### src/rtl/fifo_wr_arbiter.sv
// Round-robin arbiter sharing one FIFO write port among NUM_REQ valid/ready
// producers, granting bursts of up to MAX_BURST beats and tagging each beat
// with its source ID.
// Ports:
//   clock, rst           clock, asynchronous active-low reset
//   req_valid/req_data   per-producer valid and flattened data (producer i at
//                        [i*DATA_WIDTH +: DATA_WIDTH])
//   req_ready            per-producer ready, one-hot or zero
//   fifo_full            FIFO full flag
//   fifo_wr_en/fifo_din  FIFO write enable and data
//   fifo_id              source ID of the current beat (sideband ID FIFO)
//   grant_id             currently granted producer
//   busy                 high while a producer holds the grant
module fifo_wr_arbiter #(
  parameter int unsigned NUM_REQ    = 4,
  parameter int unsigned DATA_WIDTH = 64,
  parameter int unsigned MAX_BURST  = 4,
  localparam int unsigned ID_WIDTH  = $clog2(NUM_REQ)
) (
  input  logic                            clock,
  input  logic                            rst,
  input  logic [NUM_REQ-1:0]              req_valid,
  input  logic [NUM_REQ*DATA_WIDTH-1:0]   req_data,
  output logic [NUM_REQ-1:0]              req_ready,
  input  logic                            fifo_full,
  output logic                            fifo_wr_en,
  output logic [DATA_WIDTH-1:0]           fifo_din,
  output logic [ID_WIDTH-1:0]             fifo_id,
  output logic [ID_WIDTH-1:0]             grant_id,
  output logic                            busy
);

  localparam int unsigned CNT_WIDTH = $clog2(MAX_BURST + 1);

  typedef enum logic {
    IDLE  = 1'b0,
    GRANT = 1'b1
  } state_e;

  state_e                state_q, state_d;
  logic [ID_WIDTH-1:0]   grant_id_q, grant_id_d;
  logic [ID_WIDTH-1:0]   last_grant_q, last_grant_d;
  logic [CNT_WIDTH-1:0]  beat_cnt_q, beat_cnt_d;

  logic                  arb_found;
  logic [ID_WIDTH-1:0]   arb_id;
  logic [ID_WIDTH-1:0]   arb_base;
  logic [ID_WIDTH-1:0]   arb_cand;
  logic [CNT_WIDTH-1:0]  beat_inc;
  logic                  sel_valid;

  // Round-robin search starting one past the base, explicit modulo wrap.
  // While granted, the base is the current owner so a releasing producer
  // ranks last in the same-edge re-arbitration.
  always_comb begin : arb_search
    arb_found = 1'b0;
    arb_id    = '0;
    arb_cand  = '0;
    arb_base  = (state_q == GRANT) ? grant_id_q : last_grant_q;
    for (int unsigned k = 1; k <= NUM_REQ; k++) begin
      arb_cand = ID_WIDTH'((32'(arb_base) + k) % NUM_REQ);
      if (!arb_found && req_valid[arb_cand]) begin
        arb_found = 1'b1;
        arb_id    = arb_cand;
      end
    end
  end

  // Write-port drive; control depends only on state, req_valid and fifo_full.
  always_comb begin : port_drive
    req_ready  = '0;
    fifo_wr_en = 1'b0;
    fifo_din   = '0;
    busy       = 1'b0;
    sel_valid  = req_valid[grant_id_q];
    if (state_q == GRANT) begin
      busy                  = 1'b1;
      req_ready[grant_id_q] = !fifo_full;
      fifo_wr_en            = sel_valid & !fifo_full;
      for (int unsigned i = 0; i < NUM_REQ; i++) begin
        if (grant_id_q == ID_WIDTH'(i)) begin
          fifo_din = req_data[i*DATA_WIDTH +: DATA_WIDTH];
        end
      end
    end
  end

  assign fifo_id  = grant_id_q;
  assign grant_id = grant_id_q;

  // Next-state: grant, burst counting, release and same-edge re-arbitration.
  always_comb begin : next_state
    state_d      = state_q;
    grant_id_d   = grant_id_q;
    last_grant_d = last_grant_q;
    beat_cnt_d   = beat_cnt_q;
    beat_inc     = beat_cnt_q + CNT_WIDTH'(1);
    case (state_q)
      IDLE: begin
        if (arb_found) begin
          state_d    = GRANT;
          grant_id_d = arb_id;
          beat_cnt_d = '0;
        end
      end
      GRANT: begin
        if (fifo_wr_en) begin
          beat_cnt_d = beat_inc;
        end
        // Release on a completed burst or a dropped valid (even when full).
        if (!sel_valid || (fifo_wr_en && (beat_inc == CNT_WIDTH'(MAX_BURST)))) begin
          last_grant_d = grant_id_q;
          beat_cnt_d   = '0;
          if (arb_found) begin
            grant_id_d = arb_id;
          end else begin
            state_d = IDLE;
          end
        end
      end
      default: begin
        state_d = IDLE;
      end
    endcase
  end

  // State registers; after reset producer 0 is first in line.
  always_ff @(posedge clock or negedge rst) begin
    if (!rst) begin
      state_q      <= IDLE;
      grant_id_q   <= '0;
      last_grant_q <= ID_WIDTH'(NUM_REQ - 1);
      beat_cnt_q   <= '0;
    end else begin
      state_q      <= state_d;
      grant_id_q   <= grant_id_d;
      last_grant_q <= last_grant_d;
      beat_cnt_q   <= beat_cnt_d;
    end
  end

endmodule

### config.mk
export PLATFORM = sky130hd
export DESIGN_NAME = fifo_wr_arbiter
export DESIGN_NICKNAME = d
export VERILOG_FILES = /design/src/rtl/fifo_wr_arbiter.sv
export SDC_FILE = /design/constraint.sdc
export NUM_CORES = 1
export LEC_CHECK = 0
export ABC_AREA = 0
export CAP_MARGIN = 20
export CORE_AREA = 2 2 132 134
export CTS_BUF_LIST = sky130_fd_sc_hd__clkbuf_4
export DETAILED_ROUTE_END_ITERATION = 7
export DIE_AREA = 0 0 134 136
export PLACE_DENSITY_LB_ADDON = 0.25
export SKIP_CTS_REPAIR_TIMING = 1
export SYNTH_ARGS = -nofsm -noshare
export SYNTH_HDL_FRONTEND = slang
export SYNTH_SLANG_ARGS = --single-unit
### constraint.sdc
create_clock -name clock -period 4.5 [get_ports clock]
set_input_delay 0.9 -clock clock [delete_from_list [all_inputs] [get_ports clock]]
set_output_delay 0.9 -clock clock [all_outputs]
set_load 0.005 [all_outputs]
== Yosys cells after proc, flatten, opt, wreduce, memory -nomap -nowiden ==
Index checks and enable logic that the tools add are counted.
Operators by class
  add/sub/neg operators: 5
  $lt $le $gt $ge: 6
  eq/ne operators: 7
  muxes and demuxes: 39
  bitwise operators: 3
  reduce and logical (&&, ||, !) cells: 14
Operators with widths (count)
  $mux W64: 5
  $lt A2 B3 Y1 const B: 5
  $mux W1: 14
  $mux W2: 7
  $bmux W1 S2: 5
  $mux W3: 3
  $pmux W3 S2: 1
  $logic_and A1 B1 Y1: 5
  $logic_not A1 Y1: 5
  $add A2 B1 Y2 const B: 2
  $add A2 B2 Y2 const B: 2
  $and A4 B4 Y4: 1
  $eq A2 B2 Y1 const B: 2
  $mux W4: 1
  $pmux W2 S2: 1
  $reduce_and A2 Y1: 2
  $add A3 B1 Y3 const B: 1
  $eq A3 B3 Y1 const B: 1
  $ne A3 B2 Y1 const B: 1
  $demux W1 S2: 1
  $eq A2 B1 Y1 const B: 1
  $ge A2 B1 Y1 const B: 1
  $logic_not A2 Y1: 1
  $ne A2 B1 Y1 const B: 1
  other kinds (5): 5
Storage, ports and cells
  flip-flop bits (word level): 8
  input port bits: 263
  output and inout bits: 74

== Logic depth before layout (Yosys ltp) ==
Gate-level depths: netlist of the first run.
  depth after elaboration: 17
  mapped depth: 7

== Least setup slack after synthesis of the first run ==
OpenSTA, ideal clock, no wires.
  path type: in2out
  start point: in req_valid[3]
  end point: out fifo_wr_en
  arrival time: 1.548 ns
  slack: 2.052 ns
  cell stages on the path: 2
  path buffers: 0
  cell sequence: mux4_2 nor2b_1
Between the ends
  longest elaborated chain between the ends: 4
RTL lines
  start: declaration: RTL line 22  | input logic [NUM_REQ-1:0] req_valid,
  $bmux W1 S2: RTL line 75  | sel_valid = req_valid[grant_id_q];
  $mux W1 (not written as such): RTL line 75
  $and A1 B1 Y1: RTL line 79  | fifo_wr_en = sel_valid & !fifo_full;
  $mux W1: RTL line 76  | if (state_q == GRANT) begin
  end: declaration: RTL line 26  | output logic fifo_wr_en,
No other way between the ends. The select of a mux whose other input is x is not followed.

== Worst setup path after layout of the first run ==
  start point: reg grant_id_q[1], in the netlist fifo_id[1]
  end point: out fifo_din[3]
Between the ends
  longest elaborated chain between the ends: 6
RTL lines
  start: declaration: RTL line 41  | logic [ID_WIDTH-1:0] grant_id_q, grant_id_d;
  start signal: assignment: RTL line 136  | grant_id_q <= grant_id_d;
  $logic_not A2 Y1: RTL line 81  | if (grant_id_q == ID_WIDTH'(i)) begin
  $mux W64 (3 in series): RTL line 81
  $mux W64 (*): RTL line 81
  $mux W64 (*): RTL line 76
  end: declaration: RTL line 27  | output logic [DATA_WIDTH-1:0] fifo_din,
Every way passes the cells marked *; elsewhere a longest branch is shown, timed or not.

==> flow_summary.ini, run 1 <==
[status]
status = finished clean

[drt]
wl_um = 15200
routed_via_density = 4.32
drc = 0
num_vias = 3276
drtIter0Drc = 103
postRouteAntennaNets = 0
wl_per_cell_um = 20.0
drt_pass1_iterations = 4

[yosys]
ys.flop_type = dfrtp_1
synthMuxAreaShare_pct = 60.0
synth.distinct_cells = 37
synth_top_family_by_area = multiplexers
synth-simple-area-share_pct = 21.0
async_flop_share_pct = 100
yosys.area.top_type = mux4_2
synthXorXnorAreaFrac_pct = 0.680
synth_area_mm2 = 0.00258
synth_adder_area_share_pct = 0.971
ys_seq_area_share_pct = 7.86
synth_seq_cells = 8
synth_area_leaders = mux4_2, and2_1, dfrtp_1, dfstp_2, buf_2
syn_area_per_cell_um2 = 12.0
synth-compound-area-share_pct = 3.74
synth-edff-count = 0
synth_top_area_share_pct = 56.8
syn_inst = 214
ys_warn_count = 0
syn_nets = 479

[timing]
min_period_ps = 3550
finalSetupViolCount = 0
setup-tns-final_ps = 0
timing.final.crit_share_pct = 78.9
rsz0062_at_grt = no
timing.fmax_ghz = 0.282
maxSlewHeadroom_pct = 28.9
worst_pin_slew_ps = 1070
clock_skew_ps = 4.18
whs_ps = 483
slew_violations = 0
hold_violations = 0

[min_path]
hold_path_class = register to register
worstHoldPathCells = 2
min-delay-start = beat_cnt_q[1]$_DFFE_PN0P_
min_to = beat_cnt_q[1]$_DFFE_PN0P_

[flow_run]
cap_violations = 0

[pwr]
cellInternalPower_w = 0.00169
seqPwrFrac_pct = 13.4
combPwrFrac_pct = 84.0
clock_power_share_pct = 2.6
switchingPower_w = 0.000840
ir_drop_mv = 0.444
switching_share_pct = 33.1
p_leak_nw = 2.15
power_density_mw_per_mm2 = 411

[die]
die_h_um = 136
dieArea_mm2 = 0.0182
fp-row-count = 48
initial_utilization_pct = 15.3
fp.dieW_um = 134
core_area_mm2 = 0.0169
boundaryPins = 337

[cts]
root_buffer = clkbuf_4
cts_buffer_depth = 2
clkTransAtPathRegs_ps = 60
cts_tree = done
cts_sinks = 8
clk_latency_ps = 250
cts_buffers = 3
h-tree-depth = 1

[critical_path]
timing.rr.end = fifo_id[1]$_DFFE_PN0P_
worstPathArrival_ps = 2650
cp-end-kind = primary output
reg2reg_depth = 5
path_max_fanout = 75
reg2reg_from = fifo_id[1]$_DFFE_PN0P_
cp_data_required_time_ps = 3600
rrSetupSlack_ps = 2150
cp-start-kind = register
worstSetupPathType = register to primary output

[cells_and_area]
nets = 797
fin_area_mm2 = 0.00616
drive_above_1_share_pct = 16.0
mostFrequentLayoutCell = clkdlybuf4s50_1
nFillCells = 1666
final_cell_mix = clkdlybuf4s50_1, mux4_2, and2_1
areaGrowthSynthToFinish_pct = 139

[global_routing]
grt_overflow_total = 0
track_usage_pct = 15.7
antenna_found_initial = 2
grt_max_degree = 76
grt_pass1_vias = 3450
grt_pass1_wl_um = 22000

[placement]
placed_cell_area_mm2 = 0.00613
routabilityCongestion = 0.896
dp_hpwl_um = 12800
portBuffers = 336
[worst max path at each step]
stage	startpoint	end	slack, ps	cells after the start
2_1_floorplan	req_valid[3]	fifo_wr_en	2050	2
3_3_place_gp	req_valid[1]	fifo_wr_en	1060	4
3_5_place_dp	req_valid[1]	fifo_wr_en	1030	4
4_1_cts	fifo_id[0]$_DFFE_PN0P_	fifo_din[8]	880	4
5_1_grt	fifo_id[0]$_DFFE_PN0P_	fifo_din[8]	760	4
6_report	fifo_id[1]$_DFFE_PN0P_	fifo_din[3]	950	3
[worst max-delay path: stages, from the launching register on]
cell	delay (ps)
dfrtp_4	1080
mux4_2	590
and2_1	160
clkdlybuf4s50_1	450
[state kept, by name (all words and copies together), names as in the netlist]
name          cells
last_grant_q      2
fifo_id           2
state_q           1
beat_cnt_q        3
[logic make-up (layout without fill, tap and decap cells)]
| group | Yosys count | in the layout |
|---|---|---|
| and+or+nand+nor | 88 | 88 |
| muxes | 71 | 71 |
| buffers and inverters | 29 | 346 |
| AOI/OAI and AO/OA | 14 | 14 |
| DFF | 8 | 8 |
| adders and majority gates | 2 | 2 |
| xor gates and xnor gates | 2 | 2 |
| other | 0 | 2 |
[power groups by stage]
stage | registers [W] | logic (W) | clock network [W]
finish | 0.000339 | 0.00213 | 0.0000654
global route | 0.000371 | 0.00228 | 0.0000707
CTS | 0.000352 | 0.00216 | 0.0000680
detailed placement | 0.000352 | 0.00215 | 0
global placement | 0.000348 | 0.00213 | 0
floorplan | 0.000130 | 0.00129 | 0
[through the flow]
| stage | std cells | util [%] | total power (W) | worst slack [ps] |
|---|---|---|---|---|
| floorplan | 214 | - | 0.00142 | 2050 |
| global placement | 752 | 36.3 | 0.00248 | 1060 |
| detailed placement | 752 | 36.3 | 0.00250 | 1030 |
| CTS | 756 | 36.5 | 0.00258 | 879 |
| global route | 758 | 36.5 | 0.00273 | 759 |
| finish | 758 | 36.5 | 0.00253 | 948 |
[metal layers]
| metal | up-vias | share of wire (%) | global-route usage, % |
|---|---|---|---|
| li1 | 1494 | - | - |
| met1 | 1615 | 38 | 18.8 |
| met2 | 153 | 52 | 28.9 |
| met3 | 14 | 7.7 | 3.95 |
| met4 | 0 | 1.4 | 2.48 |
| met5 | - | 0 | 0 |
[cells in the mapped netlist, types with 3 or more instances]
cell type and n:
and2_1 65, mux4_2 65, clkbuf_1 12, buf_2 9, dfrtp_1 6, nor3_1 4
a21oi_1 3, buf_6 3, inv_1 3, mux2_2 3, nand2_1 3, nor2_1 3
o31ai_1 3
[cell type report]
class | count | area (um^2) | share of cell area [%]
antenna | 2 | 5.00 | 0.0812
tap | 225 | 282 | 4.57
clock buffer | 4 | 30.0 | 0.487
timing repair buffer | 339 | 3400 | 55.1
sequential | 8 | 211 | 3.43
inverter | 3 | 11.3 | 0.183
multi-input combinational | 177 | 2220 | 36.1
No activity file was read; power rests on OpenSTA's default activity.
==> run 2: changes to the inputs <==
--- a/config.mk
+++ b/config.mk
@@ -7,10 +7,10 @@
 export LEC_CHECK = 0
 export ABC_AREA = 0
 export CAP_MARGIN = 20
-export CORE_AREA = 2 2 132 134
+export CORE_AREA = 2 2 131 133
 export CTS_BUF_LIST = sky130_fd_sc_hd__clkbuf_4
 export DETAILED_ROUTE_END_ITERATION = 7
-export DIE_AREA = 0 0 134 136
+export DIE_AREA = 0 0 133 135
 export PLACE_DENSITY_LB_ADDON = 0.25
 export SKIP_CTS_REPAIR_TIMING = 1
 export SYNTH_ARGS = -nofsm -noshare
==> constraint.sdc (replaced) <==
create_clock -name clock -period 3.15 [get_ports clock]
set_input_delay 0.63 -clock clock [delete_from_list [all_inputs] [get_ports clock]]
set_output_delay 0.63 -clock clock [all_outputs]
set_load 0.005 [all_outputs]
==> run 2 against run 1 <==
  * Power rose by 51%
  * Flip-flop and latch count is the same
  * Worst setup slack got worse by 710 ps
  * Largest cell class unchanged
  * Hold slack got worse by 4.4 ps
  * Final area grew 2.1%
  * Critical endpoint is now fifo_din[62]
==> flow_summary.ini, run 2 (synthesis results as in run 1) <==
[drt]
wl_per_cell_um = 20.1
drc = 0
drt_pass1_iterations = 4
drtIter0Drc = 107
num_vias = 3358
wl_um = 15300
routed_via_density = 4.42
postRouteAntennaNets = 0

[flow_run]
cap_violations = 0

[timing]
setup-tns-final_ps = 0
timing.fmax_ghz = 0.343
timing.final.crit_share_pct = 92.6
hold_violations = 0
maxSlewHeadroom_pct = 63.0
whs_ps = 479
worst_pin_slew_ps = 556
min_period_ps = 2920
finalSetupViolCount = 0
slew_violations = 0
clock_skew_ps = 9.74
rsz0062_at_grt = no

[cts]
cts_sinks = 8
cts_tree = done
root_buffer = clkbuf_4
cts_buffers = 3
clk_latency_ps = 250
cts_buffer_depth = 2
h-tree-depth = 1
clkTransAtPathRegs_ps = 60

[cells_and_area]
largest_reg_flops = 3
areaGrowthSynthToFinish_pct = 144
diodes = 0
nets = 806
drive_above_1_share_pct = 17.4
mostFrequentLayoutCell = clkdlybuf4s50_1
top_register = beat_cnt_q
final_cell_mix = clkdlybuf4s50_1, mux4_2, and2_1

[pwr]
power_density_mw_per_mm2 = 607
cellInternalPower_w = 0.00255
clock_power_share_pct = 2.4
seqPwrFrac_pct = 8.3
switching_share_pct = 33.3
p_leak_nw = 2.22
ir_drop_mv = 0.374
combPwrFrac_pct = 89.4
switchingPower_w = 0.00127

[die]
fp-row-count = 47
die_h_um = 135
fp.dieW_um = 133
initial_utilization_pct = 15.7
boundaryPins = 337
dieArea_mm2 = 0.0180
core_area_mm2 = 0.0164

[min_path]
min-delay-start = beat_cnt_q[2]$_DFFE_PN0P_
hold_path_class = register to register

[status]
status = finished clean

[placement]
dp_hpwl_um = 13200
routabilityCongestion = 0.915
portBuffers = 336

[critical_path]
worstPathArrival_ps = 2290
path_max_fanout = 33
cp-start-kind = register
cp-end-kind = primary output
cp_data_required_time_ps = 2520
worstSetupPathType = register to primary output
startpoint = fifo_id[1]$_DFFE_PN0P_
reg2reg_from = fifo_id[0]$_DFFE_PN0P_

[global_routing]
grt_max_degree = 39
track_usage_pct = 15.9
grt_overflow_total = 0
grt_pass1_wl_um = 22000
grt_pass1_vias = 3643
antenna_found_initial = 2
==> run 2: cell count changes in the layout (fill, tap and decap cells not counted) <==
cell     previous run  this run
diode_2             2         0
buf_12              1         7
buf_4               2         5
==> run 2: routing by layer <==
metal | part of all wire [%] | vias to the layer above | routed length (um) | global-route usage, %
met1 | 39 | 1637 | 5890 | 18.9
met3 | 7.7 | 26 | 1180 | 4.20
met2 | 51 | 180 | 7840 | 28.8
met4 | 2.2 | 4 | 331 | 3.11
li1 | - | 1511 | - | -
met5 | 0.14 | - | 21 | 0
==> run 2: final timing paths <==
path                                               end  slack (ps)  cells after the start
max in group asynchronous  last_grant_q[1]$_DFFE_PN1P_        2190                      1
setup reg to reg           last_grant_q[0]$_DFFE_PN1P_        1110                      4
setup / recovery                          fifo_din[62]         230                      4
min in group asynchronous    beat_cnt_q[0]$_DFFE_PN0P_         650                      1
hold reg to reg              beat_cnt_q[2]$_DFFE_PN0P_         480                      2
hold / removal               beat_cnt_q[2]$_DFFE_PN0P_         480                      2
==> run 2: power groups by stage <==
stage | sequential [W] | clock (W) | combinational, W
final | 0.000317 | 0.0000898 | 0.00341
after global routing | 0.000336 | 0.000103 | 0.00365
after CTS | 0.000326 | 0.0000935 | 0.00347
after detailed placement | 0.000327 | 0 | 0.00346
after global placement | 0.000328 | 0 | 0.00343
after floorplan | 0.000186 | 0 | 0.00185
==> run 2: metrics by stage <==
| step | setup WS, ps | util [%] | std cells | area [um^2] | power [W] |
|---|---|---|---|---|---|
| floorplan | 1030 | - | 214 | 2580 | 0.00203 |
| global placement | 251 | 38.2 | 756 | 6260 | 0.00376 |
| detailed placement | 258 | 38.2 | 756 | 6260 | 0.00379 |
| CTS | 219 | 38.4 | 760 | 6290 | 0.00389 |
| global route | 144 | 38.4 | 760 | 6290 | 0.00409 |
| finish | 233 | 38.4 | 760 | 6290 | 0.00382 |
==> run 2: worst max-delay path, cell delays in order, from the launching register on <==
cell and delay (ps):
dfrtp_4 790, buf_12 220, mux4_2 310, and2_1 180, clkdlybuf4s50_1 540
==> run 2: cell type report <==
cell class,count,area [um^2]
clock buffer,4,30.0
tap,220,275
multi-input combinational,177,2220
sequential,8,211
inverter,3,11.3
timing repair buffer,348,3540
fill,1563,10100
==> run 3: changes to the inputs <==
==> constraint.sdc (replaced) <==
create_clock -name clock -period 2.64 [get_ports clock]
set_input_delay 0.528 -clock clock [delete_from_list [all_inputs] [get_ports clock]]
set_output_delay 0.528 -clock clock [all_outputs]
set_load 0.005 [all_outputs]
==> run 3 against run 2 <==
  * Register-to-register slack got worse by 650 ps
  * Sequential power fell by 6.6%
  * Hold slack improved by 1.9 ps
  * Clock-buffer cell count did not move
  * Critical path depth rose by 1
  * Non-clock buffer count rose by 35
  * First-iteration DRC count fell by 5.6%
  * Highest routed layer is now met4
==> flow_summary.ini, run 3 (synthesis results as in run 1) <==
[drt]
drt_pass1_iterations = 4
drc = 0
wl_um = 16000
postRouteAntennaNets = 0
drtIter0Drc = 101
routed_via_density = 4.41
num_vias = 3510
wl_per_cell_um = 20.1

[cells_and_area]
nFillCells = 1527
top_register = beat_cnt_q
areaGrowthSynthToFinish_pct = 164
fin_area_mm2 = 0.00681
multiInputGateArea_mm2 = 0.00222
mostFrequentLayoutCell = clkdlybuf4s50_1
drive_above_1_share_pct = 22.6
seq_area_um2 = 214
largest_reg_flops = 3
nets = 841
stdcell_count = 796
final_cell_mix = clkdlybuf4s50_1, mux4_2, and2_1

[global_routing]
grt_max_degree = 34
track_usage_pct = 15.7
antenna_found_initial = 1
grt_pass1_wl_um = 22000
grt_overflow_total = 0
grt_pass1_vias = 3702

[critical_path]
cp.depth = 5
crit_chain = buf_12, buf_4, mux4_2, and2_1, clkdlybuf4s50_1
cp-end-kind = primary output
reg2reg_from = state_q$_DFF_PN0_
cp_slowest_cell = mux4_2
timing.rr.end = fifo_id[1]$_DFFE_PN0P_
cp_num_buf_inv = 3
rrSetupSlack_ps = 460
critPathTopFamily = buffers and inverters
slowest_delay_ps = 490
worstSetupPathType = register to primary output
startpoint = fifo_id[0]$_DFFE_PN0P_
reg2reg_depth = 6
worstPathArrival_ps = 2090
cp_data_required_time_ps = 2110
path_max_fanout = 17
cp-start-kind = register

[timing]
rsz0062_at_grt = yes
maxSlewHeadroom_pct = 76.6
finalSetupViolCount = 0
hold_violations = 0
timing.fmax_ghz = 0.382
fin_ws_ps = 23.8
worst_pin_slew_ps = 350
slew_violations = 0
clock_skew_ps = 11.9
min_period_ps = 2620
timing.final.crit_share_pct = 99.1

[die]
die_h_um = 135
initial_utilization_pct = 15.7
dieArea_mm2 = 0.0180
fp-row-count = 47
fp.dieW_um = 133
core_area_mm2 = 0.0164
boundaryPins = 337

[pwr]
power_density_mw_per_mm2 = 734
ir_drop_mv = 0.399
p_leak_nw = 3.00
p_total_w = 0.00500

[cts]
cts_sinks = 8
clkTransAtPathRegs_ps = 60
root_buffer = clkbuf_4
cts_buffers = 3
cts_tree = done
h-tree-depth = 1
cts_buffer_depth = 2
clk_latency_ps = 260

[placement]
pre_cts_slack_ps = -26.5
dp_hpwl_um = 13000
placed_cell_area_mm2 = 0.00637
placed_cells = 767
portBuffers = 336
routabilityCongestion = 0.902

[min_path]
min_to = beat_cnt_q[2]$_DFFE_PN0P_
min-delay-start = beat_cnt_q[2]$_DFFE_PN0P_
hold_path_class = register to register
worstHoldPathCells = 2

[flow_run]
cap_violations = 0

[status]
status = finished clean
run 3: worst max path at each step:
| stage | to | slack [ps] |
|---|---|---|
| after global placement | fifo_din[12] | -40 |
| after floorplan | fifo_din[10] | 620 |
| after detailed placement | fifo_din[12] | -30 |
| final | fifo_din[17] | 20 |
| after CTS | fifo_din[63] | -160 |
| after global routing | fifo_din[17] | -80 |
run 3: cell type report:
cell class,instances,area share [%]
repair buffers,383,59.5
multi-input cells,177,32.7
well taps,220,4.04
flip-flops and latches,8,3.14
clock buffers,4,0.441
inverters,3,0.165
diodes,1,0.0368
run 3: power by group:
| part | internal (W) | switching, W |
|---|---|---|
| logic | 0.00309 | 0.00150 |
| registers | 0.000194 | 0.000102 |
| clock network | 0.0000682 | 0.0000428 |
run 3: routing by layer:
metal	track usage [%]	part of all wire [%]
met1	20.2	41
met2	28.1	51
met3	2.40	5.7
met4	3.29	2.0
met5	0	0
run 3: metrics by stage:
step                      hold slack, ps  utilization, %  TNS (ps)
after detailed placement             468            38.8     -26.5
after CTS                            483            39.0     -3080
after global routing                 538            41.5      -174
final                                481            41.5         0
after global placement               459            38.8     -38.0
after floorplan                      232               -         0
run 3: worst register-to-register path, stage by stage (launching register included):
cell     delay, ps
dfrtp_4        610
buf_12         240
mux2_2         430
or4_1          400
mux2i_1        140
a22o_1         150
o31ai_1         80
